`config.mk`:
```
export PLATFORM = sky130hd
export DESIGN_NAME = preload_read_scheduler
export DESIGN_NICKNAME = d
export VERILOG_FILES = /design/src/rtl/preload_read_scheduler.sv
export SDC_FILE = /design/constraint.sdc
export NUM_CORES = 1
export LEC_CHECK = 0
export CAP_MARGIN = 0
export CORE_MARGIN = 3
export CORE_UTILIZATION = 50
export DETAILED_ROUTE_END_ITERATION = 12
export GPL_TIMING_DRIVEN = 0
export PLACE_DENSITY = 0.76
export SYNTH_ARGS = -nofsm -noshare
export SYNTH_HDL_FRONTEND = slang
export SYNTH_SLANG_ARGS = --single-unit
```
`constraint.sdc`:
```
create_clock -name clk -period 2 [get_ports clk]
set_input_delay 0.2 -clock clk [delete_from_list [all_inputs] [get_ports clk]]
set_output_delay 0.2 -clock clk [all_outputs]
set_load 0.02 [all_outputs]
```
`src/rtl/preload_read_scheduler.sv`:
```
// preload_read_scheduler
// Sequences one frame of reads from the preload FIFO into the MAC array.
// A frame starts with a one-cycle FIFO flush. It then streams out_width x out_height
// beats, tagging the last beat of each row and of the frame, and ends with a
// one-cycle done pulse.
// Optional feature: define PRELOAD_SCHED_PERF_EN to add the stall_cycles counter.

module preload_read_scheduler #(
    parameter int FIFO_CNT_W = 3,
    parameter int DIM_W      = 10
) (
    input  logic                  clk,
    input  logic                  rst,
    input  logic                  start,
    input  logic                  abort,
    input  logic [DIM_W-1:0]      out_width,
    input  logic [DIM_W-1:0]      out_height,
    input  logic [FIFO_CNT_W-1:0] fifo_cnt,
    input  logic                  fifo_empty,
    output logic                  fifo_read,
    output logic                  axis_clear,
    output logic                  mac_valid,
    input  logic                  mac_ready,
    output logic                  mac_row_last,
    output logic                  mac_frame_last,
    output logic                  busy,
    output logic                  done
`ifdef PRELOAD_SCHED_PERF_EN
    ,
    output logic [31:0]           stall_cycles
`endif
);

    typedef enum logic [1:0] {
        IDLE  = 2'd0,
        CLEAR = 2'd1,
        RUN   = 2'd2,
        DONE  = 2'd3
    } state_t;

    state_t           r_state;
    state_t           w_stateNext;
    logic [DIM_W-1:0] r_width;
    logic [DIM_W-1:0] r_height;
    logic             r_zeroDims;
    logic [DIM_W-1:0] r_col;
    logic [DIM_W-1:0] r_row;

    logic w_macValid;
    logic w_rowLast;
    logic w_frameLast;
    logic w_beat;
    logic w_axisClear;
    logic w_done;
    logic w_lastCol;
    logic w_lastRow;
    logic w_startAccepted;
    logic w_abortActive;

    // Occupancy is informational only; fifo_empty alone decides whether the head is valid.
    logic w_unusedFifoCnt;
    assign w_unusedFifoCnt = ^fifo_cnt;

    assign w_lastCol       = (r_col == (r_width - DIM_W'(1)));
    assign w_lastRow       = (r_row == (r_height - DIM_W'(1)));
    assign w_startAccepted = (r_state == IDLE) && start;
    assign w_abortActive   = (r_state != IDLE) && abort;

    // Next-state and per-cycle handshake decode; abort wins over beats and completion.
    always_comb begin
        w_stateNext = r_state;
        w_macValid  = 1'b0;
        w_rowLast   = 1'b0;
        w_frameLast = 1'b0;
        w_beat      = 1'b0;
        w_axisClear = 1'b0;
        w_done      = 1'b0;
        case (r_state)
            IDLE: begin
                if (start) begin
                    w_stateNext = CLEAR;
                end
            end
            CLEAR: begin
                w_axisClear = 1'b1;
                if (abort) begin
                    w_stateNext = IDLE;
                end else if (r_zeroDims) begin
                    w_stateNext = DONE;
                end else begin
                    w_stateNext = RUN;
                end
            end
            RUN: begin
                w_macValid  = ~fifo_empty;
                w_rowLast   = w_macValid & w_lastCol;
                w_frameLast = w_rowLast & w_lastRow;
                w_beat      = w_macValid & mac_ready & ~abort;
                if (abort) begin
                    w_axisClear = 1'b1;
                    w_stateNext = IDLE;
                end else if (w_beat && w_frameLast) begin
                    w_stateNext = DONE;
                end
            end
            DONE: begin
                if (abort) begin
                    w_axisClear = 1'b1;
                end else begin
                    w_done = 1'b1;
                end
                w_stateNext = IDLE;
            end
            default: begin
                w_stateNext = IDLE;
            end
        endcase
    end

    // Reset in flight suppresses every output so a reset mid-frame leaves no trace downstream.
    assign fifo_read      = w_beat & ~rst;
    assign axis_clear     = w_axisClear & ~rst;
    assign mac_valid      = w_macValid & ~rst;
    assign mac_row_last   = w_rowLast & ~rst;
    assign mac_frame_last = w_frameLast & ~rst;
    assign done           = w_done & ~rst;
    assign busy           = (r_state != IDLE) & ~rst;

    // State register.
    always_ff @(posedge clk) begin
        if (rst) begin
            r_state <= IDLE;
        end else begin
            r_state <= w_stateNext;
        end
    end

    // Frame geometry is captured once per accepted start and held for the whole frame.
    always_ff @(posedge clk) begin
        if (rst) begin
            r_width    <= '0;
            r_height   <= '0;
            r_zeroDims <= 1'b0;
        end else if (w_startAccepted) begin
            r_width    <= out_width;
            r_height   <= out_height;
            r_zeroDims <= (out_width == '0) || (out_height == '0);
        end
    end

    // Column/row position of the next beat; wraps the column at the end of each row.
    always_ff @(posedge clk) begin
        if (rst) begin
            r_col <= '0;
            r_row <= '0;
        end else if (w_startAccepted || w_abortActive || (r_state == DONE)) begin
            r_col <= '0;
            r_row <= '0;
        end else if (w_beat) begin
            if (w_lastCol) begin
                r_col <= '0;
                r_row <= r_row + DIM_W'(1);
            end else begin
                r_col <= r_col + DIM_W'(1);
            end
        end
    end

`ifdef PRELOAD_SCHED_PERF_EN
    logic [31:0] r_stallCycles;
    assign stall_cycles = r_stallCycles;

    // Counts RUN cycles that move no data, saturating; cleared on each new frame.
    always_ff @(posedge clk) begin
        if (rst) begin
            r_stallCycles <= '0;
        end else if (w_startAccepted) begin
            r_stallCycles <= '0;
        end else if ((r_state == RUN) && !(w_macValid && mac_ready) &&
                     (r_stallCycles != 32'hFFFF_FFFF)) begin
            r_stallCycles <= r_stallCycles + 32'd1;
        end
    end
`endif

endmodule

```
; ---- Word-level counts from Yosys, hierarchy flattened
; Index checks and enable logic that the tools add are counted.
[word_totals]
out_inout_bits = 7
wordCells = 60
regBits = 43
memories = 0
latch_bits = 0
rom_bits = 0
mem_bits_rw = 0
input_bits = 29
[classes]
bitwise_logic = 14
div = 0
n_reduce_logical = 14
magnitude_cmp = 0
n_eq_ne = 7
n_mul = 0
n_mux = 15
shift = 0
addsub = 4
[ops]
columns = op, n
row1 = $add A10 B1 Y10 const B, 2
row2 = $eq A10 B10 Y1, 2
row3 = $logic_not A10 Y1, 2
row4 = $sub A10 B1 Y10 const B, 2
row5 = $and A1 B1 Y1, 11
row6 = $mux W10, 1
row7 = $mux W1, 8
row8 = $mux W2, 4
row9 = $pmux W2 S4, 1
row10 = $eq A2 B2 Y1 const B, 2
row11 = $reduce_and A2 Y1, 2
row12 = $reduce_or A2 Y1, 2
row13 = $logic_and A1 B1 Y1, 3
row14 = $logic_or A1 B1 Y1, 3
row15 = $ne A3 B3 Y1 const B, 1
row16 = $not A1 Y1, 3
row17 = $eq A2 B1 Y1 const B, 1
row18 = $logic_not A2 Y1, 1
row19 = $ne A2 B2 Y1 const B, 1
row20 = $pmux W1 S2, 1
row21 = $reduce_bool A2 Y1, 1

; ---- Longest topological paths before layout
[logic_depth]
ltp_word = 8
ltp_mapped = 9
mapped_depth_nobuf = 8

; ---- Worst setup path after synthesis
; No wires, ideal clock.
[synth_path]
path_kind = flip-flop to output port
startpoint = register r_width[0]
endpoint = output port mac_row_last
path_buffers = 0
slack_ns = -0.594
stages_incl_launch_ff = 8
required_time_ns = 1.800
t_arrival_ns = 2.394
path_cell_list = dfxtp_1 inv_1 ha_1 nor3b_2 a221o_1 and4_1 or3_1 nor4_1
[synth_between]
elab_chain_cells = 5
[synth_rtl]
columns = element, line_no
row1 = start: declaration, 43  ; logic [DIM_W-1:0] r_width;
row2 = start signal: assignment, 145  ; r_width <= out_width;
row3 = $sub A10 B1 Y10, 64  ; assign w_lastCol = (r_col == (r_width - DIM_W'(1)));
row4 = $eq A10 B10 Y1, 64
row5 = $and A1 B1 Y1, 96  ; w_rowLast = w_macValid & w_lastCol;
row6 = $mux W1, 78  ; case (r_state)
row7 = $and A1 B1 Y1, 124  ; assign mac_row_last = w_rowLast & ~rst;
row8 = end: declaration, 24  ; output logic mac_row_last,
; Every way passes these cells.

; ---- Worst setup path after layout
[layout_path]
startpoint = register r_width[0]
endpoint = output port mac_frame_last
[layout_between]
elab_chain_cells = 6
[layout_rtl]
columns = element, line_no
row1 = $sub A10 B1 Y10, 64
row2 = $eq A10 B10 Y1, 64
row3 = $and A1 B1 Y1, 96
row4 = $and A1 B1 Y1, 97  ; w_frameLast = w_rowLast & w_lastRow;
row5 = $mux W1, 78
row6 = $and A1 B1 Y1, 125  ; assign mac_frame_last = w_frameLast & ~rst;
row7 = end: declaration, 25  ; output logic mac_frame_last,
; Every way passes these cells.

==> results.cfg <==
[global_routing]
antenna_found_initial = 0
grt_pass1_vias = 2623
grt_usage_pct = 23.3
grt_overflow = 0
grt_max_degree = 13
grt_pass1_wl_mm = 12.0

[worst_setup_path]
worstPathCellList = inv_4 -> ha_4 -> nor3b_4 -> a221o_1 -> and4_4 -> or3_4 -> nor4_4 -> buf_4
crit_path_end_kind = output pin
critPathMaxStageDelay_ps = 430
path_class = reg2out
critical-path-top-delay-family = simple AND/OR/NAND/NOR gates
crit_arrival_ps = 2320
reg2reg_setup_slack_ps = -160
cp_data_required_time_ps = 1800
startpoint_type = flop
cpMaxStageDelayCell = or3_4
path_buf_inv = 2
crit_fanout = 4

[sta]
fin_crit_ps = 2520
rsz0062_at_grt = yes
finalCritPeriodShare_pct = 126
max_slew_margin_pct = 62.1
fmax_ghz = 0.397
skew_ps = 4.84
drv_slew = 0
finalHoldViolCount = 0
finalSetupViolCount = 22
setup_tns_ps = -2830
tightestPinTransition_ps = 568
layout_setup_ws_ps = -518

[floorplan]
dieWidth_um = 79.8
rows = 26
dieHeight_um = 79.8
dieArea_um2 = 6370
io_pins = 36
core-area_um2 = 5170
initial_core_util_pct = 52.7

[finish]
nNetsFinal = 439
layout_commonest_cell = nand2_1
fillerInstances = 371
diodes = 0
final_cell_mix = 52 x nand2_1, 34 x dfxtp_1, 24 x clkdlybuf4s50_1
drive_gt1_share_pct = 26.3
synthToLayoutAreaGrowth_pct = 40.2

[yosys]
synthFlopType = dfxtp_1
synth_edf_count = 0
yosysUniqueCellTypes = 58
synth_area_per_cell_um2 = 7.87
yosysTopAreaCellShare_pct = 31.6
yosys_register_bits = 43
yosys_warnings = 0
synth_cells = 346
async_flop_share_pct = 0
yosysSeqAreaShare_pct = 31.6
syn-cell-area_um2 = 2720
syn_nets = 379
yosysTopAreaCell = dfxtp_1
ys_top_cells_by_area = dfxtp_1 32%, nand2_1 7.4%, xnor2_1 5.8%

[place]
port-buffer-count = 32
gp_congestion = 0.882
hpwl_mm = 4.85

[clock_tree]
cts_buffer_depth = 2
cts_sinks = 43
numCtsBuffers = 5
cts_root_buf = clkbuf_8
clk_pin_slew_worst_paths_ps = 80
cts_tree = done
htree_levels = 2
insertion_delay_ps = 300

[power]
ir_drop_mv = 0.364
power.total_mw = 2.17
p_leak_nw = 1.37
power.density_nw_per_um2 = 568

[routing]
drt-total-wl_mm = 7.56
vias = 2827
viasPerCell = 5.93
wl_per_cell_um = 15.8
first_iter_violations = 205
drc_errors = 0
ant_nets = 0
first_pass_iters = 4

[flow_run]
drv_cap = 0

[min_path]
worstHoldPathType = in2reg

[run_status]
status = finished, violations left
violations = negative setup slack
[cell usage after synthesis (3+ instances only)]
library cell and count:
nand2_1 54, nand2b_1 11, o41ai_1 4, inv_1 7, o31ai_1 3, nor4_1 16, o21ai_0 6, a31oi_1 4
nor2b_1 3, buf_2 6, nor2_1 16, nor3_1 12, xor2_1 9, clkbuf_1 13, dfxtp_1 43, a21oi_1 25
xnor2_1 18, or3_1 3, o311ai_1 4, and4_1 3, nor3b_1 4, nor3_2 3, mux2i_1 4, nand3b_1 3
and3_1 7, ha_1 4, nand3_1 16, nand4_1 12
[per-layer routing]
metal / vias to the layer above / track usage (%) / part of all wire [%]
met4: 0 / 10.3 / 2.7
met1: 1331 / 31.2 / 46
met5: - / 0 / 0
li1: 1391 / - / -
met2: 84 / 37.0 / 47
met3: 21 / 3.72 / 4.2
[worst register-to-register path: stages, from the launching register on]
cell     delay [ps]
dfxtp_4         380
inv_4            50
ha_4            170
nor3b_4         170
a221o_1         340
nand4_1         150
buf_4           160
nand3_2          70
or4_4           450
a21oi_2         160
[flip-flops by register name (all words and copies together), names as in the netlist]
signal	count
r_state	2
r_zeroDims	1
r_row	10
r_height	10
r_width	10
r_col	10
[cells by family (layout without fill, tap and decap cells)]
kind of cell,after synthesis,count (layout),share of synthesized area [%]
simple gates,178,178,36.3
flops,43,43,31.6
mux,5,5,1.88
compound gates,61,61,15.1
fa+ha+maj,4,4,1.84
xor+xnor,28,28,9.28
buf+inv,27,88,4.00
[area by class of cell]
cell class / instances / area [um^2] / share of cell area [%]
multi-input cells: 276 / 2070 / 54.1
flip-flops and latches: 43 / 880 / 23.0
inverters: 8 / 35.0 / 0.917
well taps: 70 / 87.6 / 2.29
plain buffers: 17 / 114 / 2.98
repair buffers: 55 / 537 / 14.1
clock buffers: 8 / 100 / 2.62
[timing repair]
item,in CTS,in global routing
gates resized for setup,56,36
pin swaps,18,14
endpoints found under the setup margin,27,25
hold buffers,0,0
setup buffers,15,9
[final timing paths]
check,start,to,depth (start not counted)
setup reg to reg,r_width[0],r_row[5],9
hold reg to reg,r_height[9],r_height[9],2
setup / recovery,r_width[0],mac_frame_last,8
hold / removal,abort,r_state[1],2
[where the power goes]
part,switching (mW),leakage [nW],internal [mW]
clock,0.295,0.0515,0.315
sequential,0.0491,0.355,0.887
combinational,0.324,0.969,0.299
[per-stage QoR]
step / setup slack, ps / hold slack [ps] / std cells / area, um^2 / util (%)
floorplan: -70.0 / 277 / 346 / 2830 / -
global placement: -704 / 464 / 448 / 3240 / 62.7
detailed placement: -724 / 470 / 448 / 3240 / 62.7
CTS: -497 / 466 / 469 / 3600 / 69.7
global route: -597 / 320 / 477 / 3820 / 73.9
finish: -518 / 283 / 477 / 3820 / 73.9
(Power assumes the default switching activity.)
